$ cat config.mk
export PLATFORM = sky130hd
export DESIGN_NAME = pipe_stage
export DESIGN_NICKNAME = d
export VERILOG_FILES = /design/src/rtl/pipe_pkg.sv /design/src/rtl/pipe_sat_counter.sv /design/src/rtl/pipe_stage.sv
export SDC_FILE = /design/constraint.sdc
export NUM_CORES = 1
export LEC_CHECK = 0
export CAP_MARGIN = 20
export CORE_MARGIN = 2
export CORE_UTILIZATION = 60
export DETAILED_ROUTE_END_ITERATION = 16
export DONT_BUFFER_PORTS = 1
export GPL_ROUTABILITY_DRIVEN = 0
export GPL_TIMING_DRIVEN = 0
export HOLD_SLACK_MARGIN = 0.12
export PLACE_DENSITY = 0.76
export SLEW_MARGIN = 10
export SYNTH_ARGS = -nofsm -noshare
export SYNTH_HDL_FRONTEND = slang
export SYNTH_HIERARCHICAL = 1
export SYNTH_SLANG_ARGS = --single-unit
$ cat constraint.sdc
create_clock -name clk -period 4 [get_ports clk]
set_input_delay 0.4 -clock clk [delete_from_list [all_inputs] [get_ports clk]]
set_output_delay 0.4 -clock clk [all_outputs]
set_load 0.01 [all_outputs]
$ cat src/rtl/pipe_pkg.sv
// rtl/pipe_pkg.sv - shared types and widths for handshaked pipeline stages
package pipe_pkg;

  // Occupancy of a pipeline stage: nothing, main only, main plus skid
  typedef enum logic [1:0] {
    EMPTY = 2'd0,
    BUSY  = 2'd1,
    FULL  = 2'd2
  } pipe_state_t;

  // Decode-to-execute control bundle
  typedef struct packed {
    logic       reg_write;
    logic       mem_write;
    logic [1:0] result_src;
    logic [3:0] alu_ctrl;
    logic [1:0] branch_jump;
    logic [1:0] alu_src;
    logic [2:0] mem_size;
    logic       mem_unsigned;
  } id_ex_ctrl_t;

  // Execute-to-memory control bundle
  typedef struct packed {
    logic       reg_write;
    logic       mem_write;
    logic [1:0] result_src;
    logic [2:0] mem_size;
    logic       mem_unsigned;
  } ex_mem_ctrl_t;

  // Memory-to-writeback control bundle
  typedef struct packed {
    logic       reg_write;
    logic [1:0] result_src;
  } mem_wb_ctrl_t;

  localparam int ID_EX_CTRL_W  = $bits(id_ex_ctrl_t);
  localparam int EX_MEM_CTRL_W = $bits(ex_mem_ctrl_t);
  localparam int MEM_WB_CTRL_W = $bits(mem_wb_ctrl_t);

endpackage

$ cat src/rtl/pipe_sat_counter.sv
// rtl/pipe_sat_counter.sv - event counter that adds 0..3 per cycle and sticks at all-ones
module pipe_sat_counter #(
  parameter int CNT_WIDTH = 16
) (
  input  logic                 clk,
  input  logic                 rst,
  input  logic [1:0]           inc,
  output logic [CNT_WIDTH-1:0] count
);

  logic [CNT_WIDTH:0] sum;

  // One extra bit catches the carry that signals saturation
  always_comb begin
    sum = {1'b0, count} + {{(CNT_WIDTH - 1){1'b0}}, inc};
  end

  // Accumulate, clamping to all-ones instead of wrapping
  always_ff @(posedge clk) begin
    if (rst) begin
      count <= '0;
    end else if (sum[CNT_WIDTH]) begin
      count <= '1;
    end else begin
      count <= sum[CNT_WIDTH-1:0];
    end
  end

endmodule

$ cat src/rtl/pipe_stage.sv
// rtl/pipe_stage.sv - valid/ready pipeline register with skid buffer, flush and event counters
module pipe_stage
  import pipe_pkg::*;
#(
  parameter int DATA_WIDTH = 96,
  parameter int CTRL_WIDTH = ID_EX_CTRL_W,
  parameter bit SKID_EN    = 1'b1,
  parameter int CNT_WIDTH  = 16
) (
  input  logic                  clk,
  input  logic                  rst,
  input  logic                  flush,
  input  logic                  in_valid,
  output logic                  in_ready,
  input  logic [DATA_WIDTH-1:0] in_data,
  input  logic [CTRL_WIDTH-1:0] in_ctrl,
  output logic                  out_valid,
  input  logic                  out_ready,
  output logic [DATA_WIDTH-1:0] out_data,
  output logic [CTRL_WIDTH-1:0] out_ctrl,
  output logic [CNT_WIDTH-1:0]  stall_cnt,
  output logic [CNT_WIDTH-1:0]  flush_cnt
);

  pipe_state_t           state_q, state_d;
  logic [DATA_WIDTH-1:0] main_data_q, skid_data_q;
  logic [CTRL_WIDTH-1:0] main_ctrl_q, skid_ctrl_q;
  logic                  xfer_in, xfer_out;
  logic                  load_main, load_skid, skid_to_main;
  logic [1:0]            held_cnt, flush_inc, stall_inc;

  assign out_valid = (state_q != EMPTY);
  assign out_data  = main_data_q;
  assign out_ctrl  = out_valid ? main_ctrl_q : '0;
  assign xfer_in   = in_valid && in_ready;
  assign xfer_out  = out_valid && out_ready;

  // With a skid slot, ready depends only on held state; without one it looks through to out_ready
  if (SKID_EN) begin : g_skid_ready
    assign in_ready = !rst && (state_q != FULL);
  end else begin : g_reg_ready
    assign in_ready = !rst && (!out_valid || out_ready);
  end

  // Next-state and register-steering decisions; flush overrides every move
  always_comb begin
    state_d      = state_q;
    load_main    = 1'b0;
    load_skid    = 1'b0;
    skid_to_main = 1'b0;
    held_cnt     = 2'd0;
    case (state_q)
      EMPTY: begin
        if (xfer_in) begin
          state_d   = BUSY;
          load_main = 1'b1;
        end
      end
      BUSY: begin
        held_cnt = 2'd1;
        if (xfer_in && xfer_out) begin
          load_main = 1'b1;
        end else if (xfer_out) begin
          state_d = EMPTY;
        end else if (xfer_in && SKID_EN) begin
          state_d   = FULL;
          load_skid = 1'b1;
        end
      end
      FULL: begin
        held_cnt = 2'd2;
        if (xfer_out) begin
          state_d      = BUSY;
          skid_to_main = 1'b1;
        end
      end
      default: state_d = EMPTY;
    endcase
    if (flush) begin
      state_d      = EMPTY;
      load_main    = 1'b0;
      load_skid    = 1'b0;
      skid_to_main = 1'b0;
    end
  end

  // Squashed entries: held ones not leaving this cycle, plus whatever is offered at the input
  assign flush_inc = flush ? (held_cnt - {1'b0, xfer_out} + {1'b0, in_valid}) : 2'd0;
  assign stall_inc = {1'b0, out_valid && !out_ready && !flush};

  // State plus main/skid payload; flush clears control but leaves data in place
  always_ff @(posedge clk) begin
    if (rst) begin
      state_q     <= EMPTY;
      main_data_q <= '0;
      main_ctrl_q <= '0;
      skid_data_q <= '0;
      skid_ctrl_q <= '0;
    end else begin
      state_q <= state_d;
      if (load_main) begin
        main_data_q <= in_data;
        main_ctrl_q <= in_ctrl;
      end else if (skid_to_main) begin
        main_data_q <= skid_data_q;
        main_ctrl_q <= skid_ctrl_q;
      end
      if (load_skid) begin
        skid_data_q <= in_data;
        skid_ctrl_q <= in_ctrl;
      end
      if (flush) begin
        main_ctrl_q <= '0;
        skid_ctrl_q <= '0;
      end
    end
  end

  pipe_sat_counter #(.CNT_WIDTH(CNT_WIDTH)) u_stall_cnt (
    .clk   (clk),
    .rst   (rst),
    .inc   (stall_inc),
    .count (stall_cnt)
  );

  pipe_sat_counter #(.CNT_WIDTH(CNT_WIDTH)) u_flush_cnt (
    .clk   (clk),
    .rst   (rst),
    .inc   (flush_inc),
    .count (flush_cnt)
  );

endmodule

==> results.sh, run 1 <==
export IMPL_synth_async_reset_ratio=0
export IMPL_place_inst=1564
export IMPL_clk_latency_ns=0.52
export IMPL_dieHeight_um=138.1
export IMPL_synthesis_area_mm2=0.01080
export IMPL_drtIter0Drc=698
export IMPL_clk_pin_slew_ns=0.06
export IMPL_swShare=0.2328
export IMPL_cts_buffers=27
export IMPL_ys_warnings_count=6
export IMPL_final_nets=1604
export IMPL_synth_xor_area_share=0.02028
export IMPL_fp_dieW_um=138.1
export IMPL_power_switching_mw=1.296
export IMPL_portBuffers=0
export IMPL_rsz0062_at_grt="no"
export IMPL_final_util=0.7378
export IMPL_drc=0
export IMPL_pwr_share_seq=0.488
export IMPL_rows=49
export IMPL_core_area_mm2=0.01778
export IMPL_synth_cell_types=43
export IMPL_synthAdderAreaFrac=0.01182
export IMPL_dp_hpwl_mm=20.49
export IMPL_grtUsageTotal=0.3157
export IMPL_irDropWorstVdd_uv=468.3
export IMPL_stdcell_count=1726
export IMPL_critPathSlowestCell="fa_1"
export IMPL_skew_ns=0.006381
export IMPL_seq_area_frac_synth=0.4784
export IMPL_worst_slack_ns=0.3464
export IMPL_setup_violations=0
export IMPL_io_pins=263
export IMPL_met3WireLength_mm=2.640
export IMPL_die_area_mm2=0.01908
export IMPL_synthTopCellsByArea="dfxtp_1 (48%), nand2_1 (16%), a21oi_1 (6.5%)"
export IMPL_cp_required_ns=4.44
export IMPL_grt_pass1_vias=9896
export IMPL_arrival_ns=4.10
export IMPL_critPathBufInv=3
export IMPL_hold_viol=0
export IMPL_critPathTopFamily="simple AND/OR/NAND/NOR gates"
export IMPL_worst_slew_pin_slew_ns=0.7511
export IMPL_power_mw=5.565
export IMPL_synth_top_area_frac=0.4784
export IMPL_leakagePower_nw=4.418
export IMPL_pre_cts_ws_ns=-0.03892
export IMPL_status="finished, final reports clean"
export IMPL_root_buffer="clkbuf_16"
export IMPL_holdWs_ns=0.1707
export IMPL_max_slew_margin=0.4993
export IMPL_fin_setup_tns_ns=0
export IMPL_p_per_area_mw_per_mm2=424.2
export IMPL_synth_seq_cells=258
export IMPL_syn2layout_area_growth_pct=21.50
export IMPL_yosys_area_share_simple=0.2459
export IMPL_crit_type="reg2reg"
export IMPL_muxShareOfSynthArea=0.0009271
export IMPL_synth_common_cells="nand2_1 (457), dfxtp_1 (258), a21oi_1 (141)"
export IMPL_grt_pass1_wl_mm=50.54
export IMPL_pwr_share_clk=0.445
export IMPL_routed_via_density=5.852
export IMPL_cts_path_max_buffers=3
export IMPL_synth_top_family_by_area="simple AND/OR/NAND/NOR gates"
export IMPL_dr_max_layer_used="met4"
export IMPL_critPathCaptureType="flip-flop"
export IMPL_wl_mm=31.65
export IMPL_max_freq_ghz=0.2737
export IMPL_cts_setup_buffers=0
export IMPL_synth_most_common_cell="nand2_1"
export IMPL_routedWlPerCell_um=18.33
export IMPL_htreeDepth=1
export IMPL_syn_avg_cell_area_um2=8.093
export IMPL_antenna_found_initial=1
export IMPL_period_minus_slack_ns=3.654
export IMPL_grt_start_max_net_pins=14
export IMPL_start_util=0.6072
export IMPL_fin_crit_sh=0.9134
export IMPL_cp_slowest_stage_delay_ns=0.48
export IMPL_wl_met1_mm=12.97
export IMPL_synth_edf_count=0
export IMPL_vias=10100
export IMPL_cap_violations=0
export IMPL_power_frac_comb=0.067
export IMPL_yosys_most_used_dff="dfxtp_1"
export IMPL_layout_drive_gt1_share=0.09759
export IMPL_critPathLaunchType="flip-flop"
export IMPL_synth_cells=1334
export IMPL_drv_slew=0
export IMPL_final_area_mm2=0.01312
export IMPL_clkSinkCount=258
export IMPL_ant_nets=0
export IMPL_synth_compound_area_frac=0.1892
export IMPL_drt_pre_antenna_iters=7
export IMPL_post_dp_cell_area_mm2=0.01109
export IMPL_grt_remaining_overflow=0
export IMPL_crit_chain="nor2_4 > nor2b_1 > ha_1 > inv_1 > ha_1 > xnor2_1 > xnor2_1 > and2_1 > inv_1 > fa_1 > nand3b_2 > nor4_4 > nand3_4 > buf_6 > a21oi_1"
export IMPL_wl_met2_mm=15.20
export IMPL_min_path_type="in2reg"
export IMPL_worstPathMaxFanout=10
export IMPL_internal_power_mw=4.269
export IMPL_synth_area_leader_cell="dfxtp_1"
export IMPL_cts_tree="built"
==> worst paths after layout <==
check	from	end	slack, ns	depth (start not counted)
worst max-delay path	state_q[1]	u_flush_cnt/count[4]	0.35	15
worst min-delay path	in_valid	state_q[0]	0.17	3
worst max register to register	state_q[1]	u_flush_cnt/count[4]	0.35	15
worst min register to register	skid_ctrl_q[2]	skid_ctrl_q[2]	0.45	2
==> power groups by stage <==
stage / clock (mW) / combinational, mW / sequential (mW)
after floorplan: 0 / 0.192 / 2.75
after global placement: 0 / 0.243 / 2.77
after detailed placement: 0 / 0.250 / 2.77
after CTS: 2.50 / 0.363 / 2.71
after global routing: 2.60 / 0.405 / 2.72
final: 2.48 / 0.373 / 2.71
==> registers in the layout, summed over array words and instances, names as in the netlist <==
name               cells
out_data              96
skid_data_q           96
main_ctrl_q           16
skid_ctrl_q           16
u_flush_cnt/count     16
u_stall_cnt/count     16
state_q                2
==> logic make-up after synthesis <==
| family | Yosys count |
|---|---|
| flip-flops | 258 |
| AND/OR/NAND/NOR | 637 |
| buffers and inverters | 123 |
| AO/OA/AOI/OAI | 280 |
| XOR/XNOR | 25 |
| other | 1 |
| multiplexers | 1 |
| adder cells (fa/ha/maj) | 9 |
==> metal layers <==
| metal | GRT usage | vias to the layer above |
|---|---|---|
| met1 | 0.3996 | 4802 |
| met3 | 0.07759 | 59 |
| li1 | - | 4799 |
| met2 | 0.5412 | 440 |
| met5 | 0 | - |
| met4 | 0.08593 | 0 |
==> what timing repair did <==
| action | CTS | global route |
|---|---|---|
| endpoints found under the hold margin | 223 | 1 |
| endpoints found under the setup margin | 11 | 11 |
| hold buffers | 113 | 1 |
| gates resized for setup | 1 | 1 |
| gates cloned | 0 | 0 |
==> cell type report <==
type	instances	area, um^2
clock inverters	11	110.1
inverters	16	60.06
diodes	1	2.502
repair buffers	114	1141
well taps	229	286.5
multi-input cells	954	5070
clock buffers	36	769.5
fillers	1298	4662
flip-flops and latches	258	5165
plain buffers	107	513.0
==> cells in the final DEF (no fill, tap or decap), types with 7 or more instances in the layout <==
cell type,count
a21oi_1,141
a311oi_1,60
a311oi_2,38
a31oi_1,20
buf_1,9
buf_2,41
clkbuf_1,49
clkbuf_16,27
clkinv_2,7
dfxtp_1,258
dlygate4sd3_1,114
ha_1,7
inv_1,16
nand2_1,457
nor2_1,106
nor2b_1,20
nor3_1,9
o21ai_0,17
xnor2_1,21
==> worst min-delay path, cell delays in order <==
cell and delay [ns]:
o21a_1 0.10, o22a_1 0.12, nor2_1 0.03
Power figures use the tool's default switching activity.
==> inputs of run 2 (changes only) <==
--- a/config.mk
+++ b/config.mk
@@ -8,6 +8,7 @@
 export CAP_MARGIN = 20
 export CORE_MARGIN = 2
 export CORE_UTILIZATION = 60
+export CTS_BUF_LIST = sky130_fd_sc_hd__clkbuf_8
 export DETAILED_ROUTE_END_ITERATION = 16
 export DONT_BUFFER_PORTS = 1
 export GPL_ROUTABILITY_DRIVEN = 0
==> results.sh, run 2 (same netlist as run 1, synthesis figures left out) <==
export IMPL_grt_pass1_wl_mm=49.60
export IMPL_layout_drive_gt1_share=0.1014
export IMPL_drt_pre_antenna_iters=7
export IMPL_post_dp_cell_area_mm2=0.01109
export IMPL_fin_crit_sh=0.9227
export IMPL_grt_start_max_net_pins=11
export IMPL_r2r_start="state_q[1]"
export IMPL_setup_violations=0
export IMPL_rows=49
export IMPL_core_area_mm2=0.01778
export IMPL_final_area_mm2=0.01298
export IMPL_crit_type="reg2reg"
export IMPL_root_buffer="clkbuf_8"
export IMPL_power_switching_mw=1.305
export IMPL_power_frac_comb=0.071
export IMPL_period_minus_slack_ns=3.691
export IMPL_ant_nets=0
export IMPL_leakagePower_nw=4.428
export IMPL_grt_remaining_overflow=0
export IMPL_min_path_type="in2reg"
export IMPL_swShare=0.2515
export IMPL_irDropWorstVdd_uv=408.1
export IMPL_grtUsageTotal=0.3104
export IMPL_cts_tree="built"
export IMPL_final_nets=1617
export IMPL_hold_viol=0
export IMPL_clkSinkCount=258
export IMPL_drtIter0Drc=649
export IMPL_critPathCaptureType="flip-flop"
export IMPL_syn2layout_area_growth_pct=20.21
export IMPL_reg2reg_to="u_flush_cnt/count[14]"
export IMPL_cp_slowest_stage_delay_ns=0.48
export IMPL_die_area_mm2=0.01908
export IMPL_routedWlPerCell_um=17.83
export IMPL_critPathLaunchType="flip-flop"
export IMPL_dp_hpwl_mm=20.49
export IMPL_pwr_share_seq=0.523
export IMPL_arrival_ns=4.12
export IMPL_start_util=0.6072
export IMPL_setup_worst_path_end="u_flush_cnt/count[14]"
export IMPL_io_pins=263
export IMPL_grt_pass1_vias=9797
export IMPL_drc=0
export IMPL_antenna_found_initial=0
export IMPL_htreeDepth=2
export IMPL_antennaDiodeCount=0
export IMPL_cp_required_ns=4.43
export IMPL_rr_worst_depth=14
export IMPL_internal_power_mw=3.883
export IMPL_cap_violations=0
export IMPL_fp_dieW_um=138.1
export IMPL_skew_ns=0.02165
export IMPL_pwr_share_clk=0.406
export IMPL_max_freq_ghz=0.2709
export IMPL_drv_slew=0
export IMPL_cts_setup_buffers=0
export IMPL_critPathSlowestCell="fa_1"
export IMPL_crit_chain="nor2_4 > nor2b_1 > ha_1 > inv_1 > ha_1 > xnor2_1 > xnor2_1 > and2_1 > inv_1 > fa_1 > nand3b_2 > nor4_4 > a31oi_1 > a211oi_1"
export IMPL_routed_via_density=5.833
export IMPL_dieHeight_um=138.1
export IMPL_p_per_area_mw_per_mm2=399.7
export IMPL_mostFrequentLayoutCells="nand2_1 (457), dfxtp_1 (258), a21oi_1 (141)"
export IMPL_portBuffers=0
export IMPL_clk_pin_slew_ns=0.06
export IMPL_rrSetupSlack_ns=0.31
export IMPL_max_slew_margin=0.4885
export IMPL_cts_buffers=41
export IMPL_final_util=0.7300
export IMPL_cts_path_max_buffers=3
export IMPL_worst_slew_pin_slew_ns=0.7673
export IMPL_clk_latency_ns=0.54
export IMPL_wl_mm=31.15
export IMPL_status="finished, final reports clean"
export IMPL_startpoint="state_q[1]"
export IMPL_worstPathMaxFanout=10
export IMPL_power_mw=5.188
export IMPL_rsz0062_at_grt="no"
export IMPL_final_common_cell="nand2_1"
export IMPL_vias=10190
==> run 2: cell types whose count changed in the layout (fill, tap and decap cells not counted), sizes merged <==
cell,change
dlygate4sd3,-1
inv,+18
diode,-1
clkinv,-5
clkbuf,+12
bufinv,-2
==> run 2: power by group through the flow <==
| stage | registers (mW) | clock network [mW] | logic [mW] |
|---|---|---|---|
| floorplan | 2.75 | 0 | 0.192 |
| global placement | 2.77 | 0 | 0.243 |
| detailed placement | 2.77 | 0 | 0.250 |
| CTS | 2.71 | 2.11 | 0.362 |
| global route | 2.72 | 2.23 | 0.402 |
| finish | 2.71 | 2.10 | 0.369 |
==> run 2: layout make-up <==
class,count,area (um^2)
plain buffers,107,513.0
clock buffers,48,660.6
clock inverters,22,92.59
fillers,1327,4801
inverters,16,60.06
multi-input cells,954,5070
flip-flops and latches,258,5165
well taps,229,286.5
repair buffers,113,1131
==> run 2: per-layer routing <==
| metal | track usage | wire length [um] |
|---|---|---|
| met5 | 0 | 0 |
| met4 | 0.09452 | 850 |
| met2 | 0.5234 | 14780 |
| met1 | 0.3900 | 12640 |
| met3 | 0.08521 | 2881 |
==> run 2: repair_timing <==
action,4_1_cts,5_1_grt
hold endpoints to repair,224,0
hold buffers,113,0
resized for setup,1,1
endpoints found under the setup margin,11,11
==> run 2: how the worst min path moves through the flow <==
stage / start / cells past startpoint / to / slack (ns)
final: in_valid / 3 / state_q[0] / 0.16
after global routing: in_valid / 3 / state_q[0] / 0.16
after CTS: in_valid / 3 / state_q[0] / 0.16
after detailed placement: skid_data_q[35] / 2 / skid_data_q[35] / 0.45
after global placement: skid_data_q[31] / 2 / skid_data_q[31] / 0.44
after floorplan: skid_ctrl_q[0] / 2 / skid_ctrl_q[0] / 0.44
==> run 2: metrics by stage <==
| stage | cells | setup TNS, ns | hold slack (ns) | setup slack (ns) |
|---|---|---|---|---|
| after CTS | 1747 | 0 | 0.1576 | 0.1620 |
| after detailed placement | 1564 | -0.04290 | 0.4467 | -0.03892 |
| final | 1747 | 0 | 0.1647 | 0.3092 |
| after global placement | 1564 | 0 | 0.4413 | 0.08388 |
| after global routing | 1747 | 0 | 0.1587 | 0.08746 |
| after floorplan | 1335 | 0 | 0.4366 | 0.6780 |
==> run 2: critical path, delay by kind of cell, from the launching register on <==
family | cells | cell delay [ns]
xor gates and xnor gates | 2 | 0.30
adders and majority gates | 3 | 0.94
DFF | 1 | 0.39
and+or+nand+nor | 5 | 1.36
AOI/OAI and AO/OA | 2 | 0.46
buffers and inverters | 2 | 0.12
==> inputs of run 3 (changes only) <==
--- a/config.mk
+++ b/config.mk
@@ -5,6 +5,7 @@
 export SDC_FILE = /design/constraint.sdc
 export NUM_CORES = 1
 export LEC_CHECK = 0
+export ABC_AREA = 1
 export CAP_MARGIN = 20
 export CORE_MARGIN = 2
 export CORE_UTILIZATION = 60
==> results.sh, run 3 <==
export IMPL_critPathLaunchType="flip-flop"
export IMPL_grt_remaining_overflow=0
export IMPL_setup_violations=0
export IMPL_clk_latency_ns=0.54
export IMPL_core_area_mm2=0.01965
export IMPL_synth_async_reset_ratio=0
export IMPL_drv_slew=0
export IMPL_synth_most_common_cell="nand2_1"
export IMPL_worst_slew_pin_slew_ns=0.7828
export IMPL_drc=0
export IMPL_critPathCaptureType="flip-flop"
export IMPL_clk_pin_slew_ns=0.06
export IMPL_rows=51
export IMPL_io_pins=263
export IMPL_power_mw=5.461
export IMPL_synth_seq_cells=258
export IMPL_synthesis_area_mm2=0.01212
export IMPL_irDropWorstVdd_uv=225.8
export IMPL_synth_area_leader_cell="dfxtp_1"
export IMPL_crit_type="reg2reg"
export IMPL_fp_dieW_um=146.2
export IMPL_drt_pre_antenna_iters=6
export IMPL_antenna_found_initial=0
export IMPL_arrival_ns=3.87
export IMPL_start_util=0.6169
export IMPL_cts_buffers=43
export IMPL_routed_via_density=5.627
export IMPL_cts_path_max_buffers=3
export IMPL_ys_warnings_count=6
export IMPL_holdWs_ns=0.1385
export IMPL_final_util=0.7345
export IMPL_syn_avg_cell_area_um2=7.115
export IMPL_seq_area_mm2=0.005165
export IMPL_period_minus_slack_ns=3.387
export IMPL_final_common_cell="nand2_1"
export IMPL_vias=12131
export IMPL_final_nets=1990
export IMPL_grtUsageTotal=0.3195
export IMPL_routedWlPerCell_um=16.47
export IMPL_synth_cells=1704
export IMPL_min_path_type="in2reg"
export IMPL_htreeDepth=2
export IMPL_cts_tree="built"
export IMPL_rsz0062_at_grt="no"
export IMPL_p_per_area_mw_per_mm2=378.3
export IMPL_yosys_most_used_dff="dfxtp_1"
export IMPL_mostFrequentLayoutCells="nand2_1 (307), dfxtp_1 (258), nand3_1 (241)"
export IMPL_die_area_mm2=0.02136
export IMPL_synth_edf_count=0
export IMPL_hold_viol=0
export IMPL_wl_mm=35.50
export IMPL_skew_ns=0.01343
export IMPL_cp_required_ns=4.49
export IMPL_grt_pass1_wl_mm=56.92
export IMPL_syn2layout_area_growth_pct=19.07
export IMPL_fin_crit_sh=0.8467
export IMPL_synth_cell_types=34
export IMPL_grt_start_max_net_pins=11
export IMPL_max_freq_ghz=0.2953
export IMPL_multi_input_area_mm2=0.005548
export IMPL_dp_hpwl_mm=23.22
export IMPL_layout_drive_gt1_share=0.09783
export IMPL_dieHeight_um=146.2
export IMPL_cap_violations=0
export IMPL_drtIter0Drc=1009
export IMPL_cts_setup_buffers=0
export IMPL_antennaDiodeCount=0
export IMPL_fin_setup_tns_ns=0
export IMPL_grt_pass1_vias=11465
export IMPL_synth_top_area_frac=0.4260
export IMPL_max_slew_margin=0.4781
export IMPL_ant_nets=0
export IMPL_root_buffer="clkbuf_8"
export IMPL_portBuffers=0
export IMPL_clkSinkCount=258
export IMPL_fillCellCount=1630
export IMPL_synthTopCellsByArea="dfxtp_1 (43%), nand3_1 (9.9%), nand2_1 (9.5%)"
export IMPL_worstPathMaxFanout=10
export IMPL_leakagePower_nw=5.827
export IMPL_seq_area_frac_synth=0.4260
export IMPL_status="finished, final reports clean"
export IMPL_synth_common_cells="nand2_1 (307), dfxtp_1 (258), nand3_1 (241)"
==> run 3: changes by cell type after synthesis, moves of 63 or more <==
| cell | delta |
|---|---|
| inv_1 | +160 |
| nor2_1 | -63 |
| a21oi_1 | +85 |
| o21ai_1 | +92 |
| nand3_1 | +236 |
| o21ai_0 | +122 |
| nand2_1 | -150 |
==> run 3: worst paths after layout <==
path             startpoint  slack [ns]  depth (start not counted)                    end
min                     rst        0.14                          2   u_stall_cnt/count[1]
max reg2reg      state_q[1]        0.61                         18  u_flush_cnt/count[14]
min reg2reg  skid_ctrl_q[5]        0.46                          2         skid_ctrl_q[5]
max              state_q[1]        0.61                         18  u_flush_cnt/count[14]
==> run 3: report_power, final <==
part	internal, mW	leakage (nW)	switching [mW]
registers	2.64	2.09	0.0789
logic	0.185	3.25	0.277
clock network	1.24	0.482	1.04
==> run 3: kinds of logic after synthesis <==
group / synth area share
AO/OA/AOI/OAI: 0.2055
XOR/XNOR: 0.007946
adder cells (fa/ha/maj): 0.01053
buffers and inverters: 0.1167
flip-flops: 0.4260
other: 0.0003093
AND/OR/NAND/NOR: 0.2330
==> run 3: repair_timing <==
| item | CTS | global route |
|---|---|---|
| hold buffers | 114 | 0 |
| hold endpoints to repair | 169 | 0 |
| gates resized for setup | 0 | 0 |
==> run 3: critical path, cell delays in order (launching register included) <==
cell,delay (ns)
dfxtp_1,0.37
nor2_1,0.19
nor2_1,0.10
ha_1,0.28
inv_1,0.03
ha_1,0.17
xor2_1,0.15
or2_2,0.27
a21oi_1,0.26
inv_1,0.11
fa_1,0.48
inv_1,0.10
nand2_2,0.06
nor2_4,0.20
nand4_4,0.16
buf_6,0.20
nand3_2,0.07
nand2_1,0.05
inv_1,0.05
==> run 3: cell type report <==
type	count	area share
timing repair buffer	114	0.07904
inverter	182	0.04732
clock inverter	16	0.004507
multi-input combinational	1127	0.3843
tap	265	0.02297
clock buffer	56	0.05339
buffer	138	0.05070
sequential	258	0.3578
==> run 3: stage by stage <==
stage | cell area, um^2 | setup slack (ns) | cells
6_report | 14440 | 0.6132 | 2156
5_1_grt | 14440 | 0.3603 | 2156
4_1_cts | 14440 | 0.6664 | 2156
3_5_place_dp | 12460 | 0.6918 | 1970
3_3_place_gp | 12460 | 0.7485 | 1970
2_1_floorplan | 12130 | 1.050 | 1705
==> run 3: per-layer routing <==
| layer | GRT usage | wire length (um) | vias to the layer above | share of wire |
|---|---|---|---|---|
| met5 | 0 | 0 | - | 0 |
| met4 | 0.1165 | 1248 | 0 | 0.035 |
| met3 | 0.08813 | 3206 | 95 | 0.090 |
| met2 | 0.5285 | 16550 | 549 | 0.47 |
| met1 | 0.4013 | 14500 | 5533 | 0.41 |
| li1 | - | - | 5954 | - |
